--- config.mk ---
export PLATFORM = sky130hd
export DESIGN_NAME = cmd_frame_parser
export DESIGN_NICKNAME = d
export VERILOG_FILES = /design/src/rtl/cmd_frame_parser.sv
export SDC_FILE = /design/constraint.sdc
export NUM_CORES = 1
export LEC_CHECK = 0
export BUFFER_PORTS_ARGS = -buffer_cell sky130_fd_sc_hd__buf_4
export CAP_MARGIN = 15
export CORE_MARGIN = 8
export CORE_UTILIZATION = 40
export DETAILED_ROUTE_END_ITERATION = 10
export GPL_ROUTABILITY_DRIVEN = 1
export GPL_TIMING_DRIVEN = 0
export PLACE_DENSITY = 0.58
export SYNTH_ARGS = -nofsm -noshare
export SYNTH_HDL_FRONTEND = slang
export SYNTH_SLANG_ARGS = --single-unit
export TNS_END_PERCENT = 50
--- constraint.sdc ---
create_clock -name clk -period 3 [get_ports clk]
set_input_delay 0.3 -clock clk [delete_from_list [all_inputs] [get_ports clk]]
set_output_delay 0.3 -clock clk [all_outputs]
set_load 0.005 [all_outputs]
--- src/rtl/cmd_frame_parser.sv ---
// cmd_frame_parser: USB CDC byte-stream framer.
// Buffers and checksum-verifies frames, then replays verified payloads.
module cmd_frame_parser #(
  parameter int MAX_PAYLOAD    = 64,
  parameter int TIMEOUT_CYCLES = 60000
) (
  input  logic        clk,
  input  logic        rst_n,
  input  logic [7:0]  usb_data_in,
  input  logic        usb_data_valid_in,
  output logic        cmd_valid,
  output logic [7:0]  cmd_type,
  output logic [15:0] cmd_length,
  output logic [7:0]  cmd_data,
  output logic        cmd_data_valid,
  output logic [15:0] cmd_data_index,
  output logic        cmd_done,
  output logic        frame_err,
  output logic [1:0]  err_code,
  output logic [7:0]  drop_cnt
);

  localparam int IW = (MAX_PAYLOAD > 1) ? $clog2(MAX_PAYLOAD) : 1;
  localparam int TW = $clog2(TIMEOUT_CYCLES + 1);

  typedef enum logic [2:0] {
    S_IDLE, S_HDR2, S_CMD, S_LENH,
    S_LENL, S_PAY, S_CHK, S_EMIT
  } state_t;

  state_t r_state, w_next;

  logic [7:0]    r_buf [MAX_PAYLOAD];
  logic [7:0]    r_sh_type;
  logic [15:0]   r_sh_len;
  logic [7:0]    r_sum;
  logic [15:0]   r_wr_idx;
  logic [15:0]   r_rd_idx;
  logic [TW-1:0] r_tmo;

  logic          w_byte;
  logic          w_in_frame;
  logic          w_tmo_exp;
  logic          w_err;
  logic [1:0]    w_code;
  logic          w_ok;
  logic [15:0]   w_len;

  assign w_byte     = usb_data_valid_in;
  assign w_len      = {r_sh_len[15:8], usb_data_in};
  assign w_in_frame = (r_state != S_IDLE) && (r_state != S_EMIT);
  assign w_tmo_exp  = w_in_frame && !w_byte &&
                      (r_tmo == TW'(TIMEOUT_CYCLES));

  always_ff @(posedge clk or negedge rst_n) begin
    if (!rst_n) r_state <= S_IDLE;
    else        r_state <= w_next;
  end

  always_comb begin
    w_next = r_state;
    w_err  = 1'b0;
    w_code = 2'd0;
    w_ok   = 1'b0;
    unique case (r_state)
      S_IDLE:
        if (w_byte && usb_data_in == 8'hAA) w_next = S_HDR2;
      S_HDR2:
        if (w_byte) begin
          if (usb_data_in == 8'h55)      w_next = S_CMD;
          else if (usb_data_in != 8'hAA) w_next = S_IDLE;
        end
      S_CMD:
        if (w_byte) w_next = S_LENH;
      S_LENH:
        if (w_byte) w_next = S_LENL;
      S_LENL:
        if (w_byte) begin
          if (w_len > 16'(MAX_PAYLOAD)) begin
            w_next = S_IDLE;
            w_err  = 1'b1;
            w_code = 2'd2;
          end else if (w_len == 16'd0) begin
            w_next = S_CHK;
          end else begin
            w_next = S_PAY;
          end
        end
      S_PAY:
        if (w_byte && r_wr_idx == r_sh_len - 16'd1) w_next = S_CHK;
      S_CHK:
        if (w_byte) begin
          if (usb_data_in == r_sum) begin
            w_next = S_EMIT;
            w_ok   = 1'b1;
          end else begin
            w_next = S_IDLE;
            w_err  = 1'b1;
            w_code = 2'd1;
          end
        end
      S_EMIT:
        if (cmd_done) w_next = S_IDLE;
      default:
        w_next = S_IDLE;
    endcase
    if (w_tmo_exp) begin
      w_next = S_IDLE;
      w_err  = 1'b1;
      w_code = 2'd3;
    end
  end

  // Payload store has no reset; contents are don't-care until written.
  always_ff @(posedge clk) begin
    if (r_state == S_PAY && w_byte)
      r_buf[r_wr_idx[IW-1:0]] <= usb_data_in;
  end

  always_ff @(posedge clk or negedge rst_n) begin
    if (!rst_n) begin
      r_sh_type      <= '0;
      r_sh_len       <= '0;
      r_sum          <= '0;
      r_wr_idx       <= '0;
      r_rd_idx       <= '0;
      r_tmo          <= '0;
      cmd_valid      <= 1'b0;
      cmd_type       <= '0;
      cmd_length     <= '0;
      cmd_data       <= '0;
      cmd_data_valid <= 1'b0;
      cmd_data_index <= '0;
      cmd_done       <= 1'b0;
      frame_err      <= 1'b0;
      err_code       <= '0;
      drop_cnt       <= '0;
    end else begin
      cmd_valid      <= 1'b0;
      cmd_data_valid <= 1'b0;
      cmd_done       <= 1'b0;
      frame_err      <= w_err;
      if (w_err) err_code <= w_code;

      if (!w_in_frame || w_byte || w_tmo_exp) r_tmo <= '0;
      else                                    r_tmo <= r_tmo + 1'b1;

      if (w_byte) begin
        if (r_state == S_CMD) begin
          r_sh_type <= usb_data_in;
          r_sum     <= usb_data_in;
        end
        if (r_state == S_LENH) begin
          r_sh_len[15:8] <= usb_data_in;
          r_sum          <= r_sum + usb_data_in;
        end
        if (r_state == S_LENL) begin
          r_sh_len[7:0] <= usb_data_in;
          r_sum         <= r_sum + usb_data_in;
          r_wr_idx      <= '0;
        end
        if (r_state == S_PAY) begin
          r_sum    <= r_sum + usb_data_in;
          r_wr_idx <= r_wr_idx + 16'd1;
        end
        if (r_state == S_EMIT && drop_cnt != 8'hFF)
          drop_cnt <= drop_cnt + 8'd1;
      end

      if (w_ok) begin
        cmd_valid  <= 1'b1;
        cmd_type   <= r_sh_type;
        cmd_length <= r_sh_len;
        r_rd_idx   <= '0;
      end

      // Done cycle stays in EMIT so a byte arriving with cmd_done is dropped.
      if (r_state == S_EMIT && !cmd_done) begin
        if (r_rd_idx < cmd_length) begin
          cmd_data       <= r_buf[r_rd_idx[IW-1:0]];
          cmd_data_valid <= 1'b1;
          cmd_data_index <= r_rd_idx;
          r_rd_idx       <= r_rd_idx + 16'd1;
        end else begin
          cmd_done <= 1'b1;
        end
      end
    end
  end

endmodule

[After elaboration in Yosys (flattened, before gate mapping)]
Memory sizes are Yosys's and may differ from the RTL's. A register that Yosys moved wholly into a read port is not among the register bits.
Index checks and enable logic that the tools add are counted.
W data, S select, Z words.
Cells by class
  add/sub/neg operators: 6
  $mul: 0
  divide/modulo/power cells: 0
  magnitude comparators: 2
  equal/unequal tests: 24
  shift-type cells: 0
  multiplexer cells: 47
  bitwise operators: 0
  reductions and logical operators: 27
Operator list (number)
  $mux W16: 6
  $add A16 B1 Y16 const B: 3
  $mux W3: 13
  $mux W8: 4
  $ne A3 B3 Y1 const B: 9
  $pmux W3 S8: 1
  $mux W1: 17
  $eq A16 B16 Y1: 1
  $eq A16 B16 Y1 const B: 1
  $gt A16 B7 Y1 const B: 1
  $logic_not A16 Y1: 1
  $lt A16 B16 Y1: 1
  $ne A8 B8 Y1 const B: 2
  $sub A16 B1 Y16 const B: 1
  $reduce_and A2 Y1: 7
  $eq A3 B3 Y1 const B: 4
  $reduce_and A9 Y1: 1
  $add A8 B1 Y8 const B: 1
  $add A8 B8 Y8: 1
  $eq A8 B7 Y1 const B: 1
  $eq A8 B8 Y1: 1
  $eq A8 B8 Y1 const B: 1
  $logic_and A1 B1 Y1: 8
  $mux W2: 4
  11 further kinds: 16
Word-level totals
  register bits: 137
  bits in latches: 0
  bits in writable memories: 512
  bits in read-only memories: 0
  input bits: 11
  word-level logic and storage cells: 124
  memories: 1
Memory list
  r_buf: words 64, width 8, read ports 1, clocked after memory_dff 1, write ports 1, line 33  | logic [7:0] r_buf [MAX_PAYLOAD];

[Longest topological paths before layout]
  word-level depth: 7
  gate-level depth with buffers: 12

[Worst setup path after synthesis]
OpenSTA, ideal clock, no wires.
  path type: reg-to-reg
  start: register r_rd_idx[0]
  end: register cmd_data[1], read port of r_buf
  library setup time: 136 ps
  arrival time: 2477 ps
  required time: 2864 ps
  setup slack: 388 ps
  stages on the path, launching flop included: 8
  buffers on the path: 3
  clock period less this slack: 2612 ps
  cell sequence: dfrtp_1 > clkbuf_1 > buf_2 > buf_2 > mux4_2 > mux4_2 > a221oi_1 > o21ai_0
On the way
  word-level cells in the longest chain between the ends: 2
Ends and longest elaborated chain
  start, declared: line 38  | logic [15:0] r_rd_idx;
  start signal, assigned: line 183  | r_rd_idx <= r_rd_idx + 16'd1;
  $lt A16 B16 Y1: line 179  | if (r_rd_idx < cmd_length) begin
  $reduce_and A2 Y1 (no line)
  end, declared: line 14  | output logic [7:0] cmd_data,
Parallel ways exist; a longest one is shown, timed or not.
A chain may end at the register's enable or synchronous reset.

[Worst setup path after layout]
  start: register r_state[1]
  end: memory r_buf[10][6] (enable)
On the way
  word-level cells in the longest chain between the ends: 4
Ends and longest elaborated chain
  start, declared: line 31  | state_t r_state, w_next;
  start signal, assigned: line 57  | else r_state <= w_next;
  $eq A3 B3 Y1: line 116  | if (r_state == S_PAY && w_byte)
  $logic_and A1 B1 Y1: line 116
  $mux W1: line 116
  $mux W1 (implied by the code): line 117  | r_buf[r_wr_idx[IW-1:0]] <= usb_data_in;
  end, declared: line 33
Every way passes these cells.

==> out/results.tsv <==
metric	value	unit
f_max	326	MHz
violated checks	negative setup slack	
ys async rst share	22.1	%
initial core utilization	40.5	%
CP bufs+invs	1	
Final setup viols	82	
Ports	73	
clock latency on the worst-skew pair	610	ps
Net Count, Synth	1685	
synth warn	0	
CP max FO	10	
CP Capture Type	flop	
Placer Congestion	0.807	
Tmin final	3060	ps
synthesized flop and latch total	657	
Area Overhead vs Synth	16.5	%
total chip power	26.3	mW
dominant cell type by area after synthesis	edfxtp_1	
CTS tree	yes	
arrival time at the worst endpoint	3290	ps
Num CTS Buffers	71	
Root Buffer	clkbuf_16	
core area	67400	µm²
GRT Total Usage	17.5	%
status	finished, violations left	
# DRC	0	
CP cell instances	clkbuf_1 > and2b_2 > nand3_1 > nor2_1 > nand2_1 > nor2_2	
Post-Place Worst Slack	-969	ps
DRT Wirelength	67.5	mm
initial antenna violation count	0	
slowest cell on the critical path	nor2_2	
H-tree Lvls	3	
actual slew at the worst max-slew pin	927	ps
leakage power total	11.3	nW
max-cap viol count	0	
synth top area cells	edfxtp_1, dfrtp_1, mux4_2, nand2_1, nor2_1	
WS Path Type	reg -> reg	
Required @ worst endpoint	3230	ps
normalized max-slew margin	38.2	%
worst vdd ir	434	µV
Rows	95	
ANT nets after route	0	
number of global-route vias before repair	15600	
Placed Instances	2591	
ANT cells	0	
layout cells sized above 1	25.6	%
Congestion Overflow GR	0	
CTS Sinks	657	
power per cell area	828	nW/µm²
critical path's largest stage delay	650	ps
Worst Hold Class	in -> reg	
final core utilization	47.2	%
syn_area_per_cell	16.6	µm²
Tcrit/Tclk final	102	%
DR vias	15300	
Die Y	277	µm
final hold violation count	0	
Synth top area share	56.3	%
startpoint types	flop	
crit-path leading delay family	simple AND/OR/NAND/NOR gates	
largest net degree at the start of global routing	86	
clk_skew	38.5	ps
drt initial violations	1166	
vias per cell	5.63	
number of enable flip-flop cells after synthesis	512	
PnR worst setup slack	-63.4	ps
number of port buffers	72	
Detailed Place HPWL	42.9	mm
sequential share of the synthesized area	69.6	%
mapped cell area	27300	µm²
Die W	277	µm
nets@finish	1834	
Max Buffers Root-to-Sink	3	
die area	76800	µm²
synth cell count leaders	edfxtp_1, nand2_1, mux4_2, dfrtp_1, nor2_1	
wire per inst	24.8	µm
fin. max-slew vios	0	
Synth cell types	71	
cells after synthesis	1645	
Pre-antenna DRT Iters	5	
Main synth FF type	edfxtp_1	
Reg clk slew, reported paths	60	ps
leading cell type by number of instances after synthesis	edfxtp_1	
first-pass GRT wire length	102	mm
Finished Layout Cells	2723	
RSZ-0062 raised after global routing	true	
==> placed cells by master, fill, tap and decap left out, drive strengths merged, types with 6 or more instances in the layout <==
cell type  instances
a21o              15
nor2             113
a22o               9
o21ai             63
edfxtp           512
mux2               8
nor2b             12
clkinv            25
a211o              6
ha                28
and3              19
or3                9
xor2              25
nand3             36
nand4             14
bufinv            10
nor3b              7
mux4             160
or4                6
xnor2             18
inv               36
mux2i             13
nand2b            11
a221oi             9
a21oi             25
nor3              18
dfrtp            145
nand3b             6
buf              101
clkbuf           144
nand2            184
==> flip-flops by register name (all words and copies together), names as in the netlist <==
register        count
r_buf             512
cmd_data_index     16
cmd_length         16
r_rd_idx           16
r_sh_len           16
r_tmo              16
r_wr_idx           16
cmd_data            8
cmd_type            8
drop_cnt            8
r_sh_type           8
r_sum               8
r_state             3
err_code            2
cmd_data_valid      1
cmd_done            1
cmd_valid           1
frame_err           1
==> worst paths after layout <==
check | from | end | slack (ps) | cells past startpoint
max in group asynchronous | rst_n | drop_cnt[1] | 1830 | 3
hold / removal | usb_data_in[6] | r_buf[22][6] | 180 | 1
min in group asynchronous | rst_n | cmd_data_index[5] | 360 | 2
setup / recovery | r_state[1] | r_buf[10][6] | -60 | 6
hold reg to reg | r_sum[0] | r_sum[0] | 470 | 2
setup reg to reg | r_state[1] | r_buf[10][6] | -60 | 6
==> logic make-up after synthesis <==
| kind of cell | share of synthesized area [%] |
|---|---|
| multiplexers | 14.0 |
| buffers and inverters | 1.87 |
| AO/OA/AOI/OAI | 4.02 |
| AND/OR/NAND/NOR | 7.73 |
| XOR/XNOR | 1.38 |
| flip-flops | 69.6 |
| adder cells (fa/ha/maj) | 1.36 |
==> report_power, final <==
| part | total [mW] | internal (mW) | switching (mW) |
|---|---|---|---|
| clock | 9.11 | 5.51 | 3.60 |
| sequential | 10.6 | 10.2 | 0.362 |
| combinational | 6.68 | 3.11 | 3.57 |
==> per-stage QoR <==
step	area, µm²	setup TNS (ps)	hold slack (ps)
floorplan	27300	0	4.41
global route	31800	-43030	193
finish	31800	-1900	180
CTS	31700	-16830	282
detailed placement	29000	-137310	449
global placement	28900	-115410	459
==> what timing repair did <==
item                                    CTS  global route
endpoints found under the hold margin    84             0
pin swaps                                 0             0
hold buffers                              1             0
endpoints found under the setup margin  508           286
buffers inserted                          3             0
resized for setup                       107            27
gates cloned                              0             0
==> area by class of cell <==
class / count / area (µm²)
inverters: 35 / 131
clock inverters: 38 / 458
clock buffers: 91 / 1970
flip-flops and latches: 657 / 19000
plain buffers: 79 / 445
well taps: 873 / 1090
repair buffers: 77 / 619
fillers: 5732 / 35600
multi-input cells: 873 / 8080
==> metal layers <==
metal / vias to the layer above / global-route usage [%] / routed length [µm]
met5: - / 0 / 0
met4: 0 / 5.03 / 1720
met3: 99 / 2.93 / 3380
met2: 440 / 28.5 / 32800
met1: 8071 / 24.2 / 29600
li1: 6708 / - / -
Note: power is estimated with default switching activity, not from simulation.
